## config.mk

```make
export PLATFORM = sky130hd
export DESIGN_NAME = operand_mux_pipe
export DESIGN_NICKNAME = d
export VERILOG_FILES = /design/src/rtl/datapath_pkg.sv /design/src/rtl/skid_buffer.sv /design/src/rtl/operand_mux_pipe.sv
export SDC_FILE = /design/constraint.sdc
export NUM_CORES = 1
export LEC_CHECK = 0
export BUFFER_PORTS_ARGS = -buffer_cell sky130_fd_sc_hd__buf_4
export CAP_MARGIN = 20
export CELL_PAD_IN_SITES_DETAIL_PLACEMENT = 1
export CELL_PAD_IN_SITES_GLOBAL_PLACEMENT = 2
export CORE_ASPECT_RATIO = 1.4
export CORE_MARGIN = 2
export CORE_UTILIZATION = 28
export DETAILED_ROUTE_END_ITERATION = 12
export HOLD_SLACK_MARGIN = 0.06
export PLACE_DENSITY_LB_ADDON = 0.1
export SYNTH_ARGS = -nofsm -noshare
export SYNTH_HDL_FRONTEND = slang
export SYNTH_SLANG_ARGS = --single-unit
```

## constraint.sdc

```tcl
create_clock -name clk -period 1.8 [get_ports clk]
set_input_delay 0.36 -clock clk [delete_from_list [all_inputs] [get_ports clk]]
set_output_delay 0.36 -clock clk [all_outputs]
set_load 0.05 [all_outputs]
```

## src/rtl/datapath_pkg.sv

```systemverilog
`default_nettype none
// ============================================================================
//  Module      : datapath_pkg
//  Description : Shared datapath constants for the operand-select pipeline.
//                Source-index encodings used by decode/forwarding logic and
//                the default operand width.
//  Revision    : 1.0 - initial release
// ============================================================================
package datapath_pkg;

    // Operand-B source indices as seen on in_sel
    localparam int SRC_REG       = 0;
    localparam int SRC_IMM       = 1;
    localparam int SRC_FWD_EXMEM = 2;
    localparam int SRC_FWD_MEMWB = 3;

    // Default operand width
    localparam int OPERAND_W     = 64;

endpackage
`default_nettype wire

```

## src/rtl/skid_buffer.sv

```systemverilog
`default_nettype none
// ============================================================================
//  Module      : skid_buffer
//  Description : Valid/ready pipeline register with a single skid entry.
//                Output register O feeds out_*; skid register S catches one
//                beat when downstream stalls. in_ready is !S_valid, so it
//                is driven purely from state.
//  Ports       : clk, reset         - clock, synchronous active-high reset
//                in_data/valid/ready - upstream handshake
//                flush               - drop every held beat next cycle
//                out_data/valid/ready- downstream handshake
//  Revision    : 1.0 - initial release
// ============================================================================
module skid_buffer #(
    parameter int DATA_W = 65
) (
    input  logic              clk,
    input  logic              reset,
    input  logic [DATA_W-1:0] in_data,
    input  logic              in_valid,
    output logic              in_ready,
    input  logic              flush,
    output logic [DATA_W-1:0] out_data,
    output logic              out_valid,
    input  logic              out_ready
);

    logic [DATA_W-1:0] r_o_data;
    logic              r_o_valid;
    logic [DATA_W-1:0] r_s_data;
    logic              r_s_valid;

    logic w_accept;
    logic w_drain;

    assign in_ready  = ~r_s_valid;
    assign out_data  = r_o_data;
    assign out_valid = r_o_valid;

    assign w_accept  = in_valid & ~r_s_valid;
    assign w_drain   = r_o_valid & out_ready;

    always_ff @(posedge clk) begin
        if (reset) begin
            r_o_data  <= '0;
            r_o_valid <= 1'b0;
            r_s_data  <= '0;
            r_s_valid <= 1'b0;
        end else if (flush) begin
            // Any drain this cycle has already completed downstream; the
            // upstream beat, if any, is simply not captured.
            r_o_valid <= 1'b0;
            r_s_valid <= 1'b0;
        end else if (!r_o_valid || w_drain) begin
            // Output slot frees up: the skid entry is older, so it goes first.
            if (r_s_valid) begin
                r_o_data  <= r_s_data;
                r_s_valid <= 1'b0;
            end else if (w_accept) begin
                r_o_data  <= in_data;
                r_o_valid <= 1'b1;
            end else begin
                r_o_valid <= 1'b0;
            end
        end else if (w_accept) begin
            // Output stalled: park the beat in the skid entry.
            r_s_data  <= in_data;
            r_s_valid <= 1'b1;
        end
    end

endmodule
`default_nettype wire

```

## src/rtl/operand_mux_pipe.sv

```systemverilog
`default_nettype none
// ============================================================================
//  Module      : operand_mux_pipe
//  Description : Pipelined ALU operand-B select. Picks one of NUM_SRC
//                WIDTH-bit sources, flags out-of-range selects (data forced
//                to zero) and registers the beat through a skid buffer.
//  Ports       : clk, reset          - clock, synchronous active-high reset
//                in_data             - flattened sources, i at [i*WIDTH +: WIDTH]
//                in_sel              - source index
//                in_valid/in_ready   - upstream handshake
//                flush               - discard all held beats
//                out_data/out_err    - selected operand, out-of-range flag
//                out_valid/out_ready - downstream handshake
//  Revision    : 1.0 - initial release
// ============================================================================
module operand_mux_pipe
    import datapath_pkg::*;
#(
    parameter  int WIDTH   = OPERAND_W,
    parameter  int NUM_SRC = 4,
    localparam int SEL_W   = $clog2(NUM_SRC)
) (
    input  logic                     clk,
    input  logic                     reset,
    input  logic [NUM_SRC*WIDTH-1:0] in_data,
    input  logic [SEL_W-1:0]         in_sel,
    input  logic                     in_valid,
    output logic                     in_ready,
    input  logic                     flush,
    output logic [WIDTH-1:0]         out_data,
    output logic                     out_err,
    output logic                     out_valid,
    input  logic                     out_ready
);

    logic [WIDTH-1:0] w_sel_data;
    logic             w_sel_err;
    logic [WIDTH:0]   w_beat;
    logic [WIDTH:0]   w_out_beat;

    // Compare against every legal index so a non-power-of-two NUM_SRC never
    // reads past the end of in_data; unmatched selects leave zero.
    always_comb begin
        w_sel_data = '0;
        for (int i = 0; i < NUM_SRC; i++) begin
            if (int'(in_sel) == i) begin
                w_sel_data = in_data[i*WIDTH +: WIDTH];
            end
        end
    end

    assign w_sel_err = (int'(in_sel) >= NUM_SRC);
    assign w_beat    = {w_sel_err, w_sel_data};

    skid_buffer #(
        .DATA_W (WIDTH + 1)
    ) u_skid (
        .clk       (clk),
        .reset     (reset),
        .in_data   (w_beat),
        .in_valid  (in_valid),
        .in_ready  (in_ready),
        .flush     (flush),
        .out_data  (w_out_beat),
        .out_valid (out_valid),
        .out_ready (out_ready)
    );

    assign out_err  = w_out_beat[WIDTH];
    assign out_data = w_out_beat[WIDTH-1:0];

endmodule
`default_nettype wire

```

# Yosys cells after proc, flatten, opt, wreduce, memory -nomap -nowiden
# Cells that the tools add are included.
[totals]
register_bits = 131
elab_cells = 28
latchBits = 0
romBits = 0
in_bits = 263
out_inout_bits = 67
ram_bits = 0
mem_count = 0
[classes]
order_cmp = 0
shifts = 0
multipliers = 0
eq_ne = 3
addsub = 0
n_bitwise = 5
n_div = 0
reduce_logical = 9
mux = 7
[ops]
columns = ["operator", "n"]
rows = [
  ["$mux 64", 4],
  ["$mux 65", 2],
  ["$reduce_and 3->1", 2],
  ["$eq 2x2->1 const B", 2],
  ["$not 1->1", 3],
  ["$reduce_or 3->1", 1],
  ["$and 1x1->1", 2],
  ["$eq 2x1->1 const B", 1],
  ["$logic_not 2->1", 1],
  ["$reduce_and 2->1", 1],
  ["$reduce_bool 2->1", 1],
  ["$reduce_or 2->1", 1],
  ["$logic_not 1->1", 1],
  ["$logic_or 1x1->1", 1],
  ["$mux 1", 1],
]

# Longest topological paths before layout
[logic_depth]
depth_word = 7
depth_mapped = 6
mapped_depth_nobuf = 3

# Cells and area by module
# A second synthesis with hierarchy kept.
[unflattened]
hier_cells = 743
hier_area_um2 = 7997.7
[by_module_without_submodules]
columns = ["mod", "area_each_um2", "seq_area_each_um2", "n_inst", "cells_each"]
rows = [
  ["skid_buffer", 6371.1, 2642.5, 1, 664],
  ["operand_mux_pipe", 1626.6, 0.0, 1, 79],
]

# Least setup slack after synthesis
# Ideal clock, no wire load.
[synth_timing]
kind = "reg2reg"
from = "reg u_skid.r_o_valid (netlist: u_skid.out_valid)"
to = "reg u_skid.r_s_data[0]"
required_ns = 1.683
setup_time_ns = 0.117
arrival_ns = 1.599
stages_incl_launch_ff = 6
path_slack_ns = 0.084
synth_period_minus_slack_ns = 1.716
n_path_buf = 2
path_cell_list = "dfxtp_1 nand2b_4 o31a_1 buf_2 buf_2 a22o_1"
[synth_between]
elab_chain_len = 4
elab_cells_between_ends = 5
cone_classes = "bitwise: 2; reduce/logical: 3"
[synth_lines]
columns = ["element", "line", "text"]
rows = [
  ["from (decl)", "skid_buffer.sv:29", "logic r_o_valid;"],
  ["from (signal assigned)", "skid_buffer.sv:46", "r_o_valid <= 1'b0;"],
  ["from (signal assigned)", "skid_buffer.sv:52", "r_o_valid <= 1'b0;"],
  ["from (signal assigned)", "skid_buffer.sv:61", "r_o_valid <= 1'b1;"],
  ["$and 1x1->1 / $logic_not 1->1 (equally long branches)", "skid_buffer.sv:41, skid_buffer.sv:54", ""],
  ["$logic_or 1x1->1 (*)", "skid_buffer.sv:54", "end else if (!r_o_valid || w_drain) begin"],
  ["$not 1->1 (no source line) (*)", "n/a", ""],
  ["$reduce_and 3->1 (no source line) (*)", "n/a", ""],
  ["to (signal assigned)", "skid_buffer.sv:67", "r_s_data <= in_data;"],
  ["to (decl)", "skid_buffer.sv:30", "logic [DATA_W-1:0] r_s_data;"],
]
# Every way passes the cells marked *; elsewhere a longest branch is shown, timed or not.
# A chain may end at the register's enable or synchronous reset.

# Final worst setup path
[layout_timing]
from = "reg u_skid.r_s_valid"
to = "out in_ready"
[layout_between]
elab_chain_len = 1
[layout_lines]
columns = ["element", "line", "text"]
rows = [
  ["from (decl)", "skid_buffer.sv:31", "logic r_s_valid;"],
  ["from (signal assigned)", "skid_buffer.sv:48", "r_s_valid <= 1'b0;"],
  ["from (signal assigned)", "skid_buffer.sv:53", "r_s_valid <= 1'b0;"],
  ["from (signal assigned)", "skid_buffer.sv:58", "r_s_valid <= 1'b0;"],
  ["$not 1->1", "skid_buffer.sv:36", "assign in_ready = ~r_s_valid;"],
  ["to (decl)", "operand_mux_pipe.sv:28", "output logic in_ready,"],
]
# No other way between the ends.

==> flow_metrics.env <==
export IMPL_worstSetupEndpointType="output port"
export IMPL_globalRouteOverflowTotal=0
export IMPL_placementRows=68
export IMPL_clock_sinks=130
export IMPL_r2r_end="u_skid.r_s_data[50]"
export IMPL_p_leak_nw=4.276
export IMPL_cpPeakStageDelay_ns=0.36
export IMPL_timing_fmax_mhz=598.3
export IMPL_fp_dieArea_sq_mm=0.02655
export IMPL_status="finished, final reports clean"
export IMPL_r2r_cells=4
export IMPL_tns_ns=0
export IMPL_htreeDepth=4
export IMPL_place_inst=1194
export IMPL_min_delay_start="flush"
export IMPL_hold_path_class="input port to flop"
export IMPL_cts_inserted_buffers=17
export IMPL_vias_per_cell=5.373
export IMPL_vias=6587
export IMPL_fin_crit_ns=1.671
export IMPL_fin_cells=1226
export IMPL_io_buffers=328
export IMPL_ant_nets=0
export IMPL_critical_path_class="flop to output port"
export IMPL_ios=330
export IMPL_synth_area_per_cell_sq_um=11.67
export IMPL_drtIter0Drc=188
export IMPL_r2r_start="u_skid.out_valid"
export IMPL_cp_slowest_cell="dfxtp_2"
export IMPL_hold_buffers=0
export IMPL_fin_nets=1161
export IMPL_relSlewSlack=0.6328
export IMPL_clk_latency_ns=0.42
export IMPL_syn_inst=606
export IMPL_first_pass_iters=6
export IMPL_fillerInstances=2723
export IMPL_cp_cell_sequence="buf_6, inv_2, buf_4"
export IMPL_synth_warning_count=0
export IMPL_drive_above_1_share=0.5670
export IMPL_hold_violations=0
export IMPL_place_gp_congestion=0.7125
export IMPL_drv_slew=0
export IMPL_grt_max_degree=67
export IMPL_drc=0
export IMPL_min_delay_path_depth=2
export IMPL_finalWirelength_microns=26850
export IMPL_cts_tree="done"
export IMPL_min_to="u_skid.r_s_valid"
export IMPL_grt_usage=0.2020
export IMPL_peakVddDrop_mv=0.6036
export IMPL_worst_pin_slew_ns=0.5509
export IMPL_mostFrequentLayoutCell="buf_4"
export IMPL_grt_pass1_vias=7429
export IMPL_final_util=0.4210
export IMPL_clk_path_buf_depth=2
export IMPL_layout_common_cells="339 x buf_4, 129 x dfxtp_1, 128 x nand2_1"
export IMPL_timing_final_crit_share=0.9285
export IMPL_seq_area_frac_synth=0.3681
export IMPL_rsz0062_at_grt="false"
export IMPL_wl_per_cell_microns=21.90
export IMPL_cp_max_fo=24
export IMPL_area_growth_pct=47.45
export IMPL_critical_path_startpoint="u_skid.r_s_valid"
export IMPL_max_cap_violations=0
export IMPL_netlist_area_sq_mm=0.007069
export IMPL_die_y_microns=192.0
export IMPL_synth_distinct_cells=24
export IMPL_clk_pin_slew_worst_paths_ns=0.06
export IMPL_fin_skew_ns=0.008017
export IMPL_synthesis_nets=869
export IMPL_root_buffer="clkbuf_16"
export IMPL_ys_ff_latch=130
export IMPL_setup_viol=0
export IMPL_antenna_found_initial=1
export IMPL_critical_path_required_ns=1.44
export IMPL_power_density_mw_per_mm2=887.0
export IMPL_grt_pass1_wl_microns=41890
export IMPL_dp_hpwl_microns=18780
export IMPL_worstPathArrival_ns=1.31
export IMPL_r2r_slack_ns=0.32
export IMPL_die_w_microns=138.3
export IMPL_postCtsSetupRepairBufs=0
export IMPL_start_kind="flop"
export IMPL_start_util=0.2855
export IMPL_core_sq_mm=0.02476
-- how the worst max path moves through the flow --
stage	endpoint	depth (start not counted)
after detailed placement	u_skid.out_data[34]	5
after global placement	u_skid.out_data[34]	5
after floorplan	u_skid.r_s_data[0]	5
final	in_ready	3
after global routing	in_ready	3
after CTS	in_ready	3
-- per-layer routing --
metal | up-vias | track usage | routed length (microns)
li1 | 2988 | - | -
met1 | 3320 | 0.2144 | 9904
met2 | 240 | 0.3867 | 14580
met3 | 39 | 0.04911 | 1572
met4 | 0 | 0.07261 | 797
met5 | - | 0 | 0
-- cells in the mapped netlist, drive strengths merged --
cell type / instances / share of area
dfxtp: 130 / 0.37
nand2: 128 / 0.068
a22o: 64 / 0.079
a311oi: 64 / 0.13
a31oi: 64 / 0.057
mux4: 64 / 0.20
buf: 55 / 0.063
clkbuf: 23 / 0.012
inv: 4 / 0.0021
nand2b: 2 / 0.0039
a211oi: 1 / 0.0011
and3: 1 / 0.00089
conb: 1 / 0.00053
nor4: 1 / 0.0030
nor4b: 1 / 0.0012
o21ai: 1 / 0.00071
o31a: 1 / 0.0012
or2: 1 / 0.00089
-- area by class of cell --
type	count	area, sq um	share of cell area
Inverter	4	15.01	0.001440
Antenna cell	1	2.502	0.0002401
Clock buffer	19	452.9	0.04345
Sequential cell	130	2604	0.2498
Clock inverter	12	252.7	0.02425
Timing Repair Buffer	351	2776	0.2664
Multi-Input combinational cell	394	3926	0.3767
Tap cell	315	394.1	0.03781
-- flip-flops by register name, indices dropped and copies added, names as in the netlist --
register and count:
u_skid.out_valid 1, u_skid.out_data 64, u_skid.r_s_data 64, u_skid.r_s_valid 1
-- cell families after synthesis --
family	Yosys count	share of synthesized area
simple gates	134	0.07788
flops	130	0.3681
compound gates	195	0.2722
buf+inv	82	0.07734
mux	64	0.2039
other cells	1	0.0005305
-- report_power, final --
part	internal, mW	leakage [nW]	switching [mW]
Combinational	0.953	2.88	1.05
Sequential	3.00	1.06	0.0730
Clock	2.82	0.340	1.35
-- what timing repair did --
item | CTS | global route
resized for setup | 0 | 1
endpoints found under the hold margin | 0 | 0
endpoints found under the setup margin | 0 | 1
-- critical path, delay by kind of cell, from the launching register on --
family	cells	cell delay, ns
buffers and inverters	3	0.53
flip-flops	1	0.36
-- metrics by stage --
stage	cell area, sq um	setup WS (ns)	power, mW	hold slack [ns]
after floorplan	7069	0.08431	4.326	0.4367
after global placement	9712	0.1088	5.116	0.4608
after detailed placement	9712	0.07096	5.164	0.4661
after CTS	10420	0.02443	9.365	0.1602
after global routing	10420	0.07015	9.605	0.1698
final	10420	0.1286	9.246	0.1801
No activity file was read; power rests on OpenSTA's default activity.
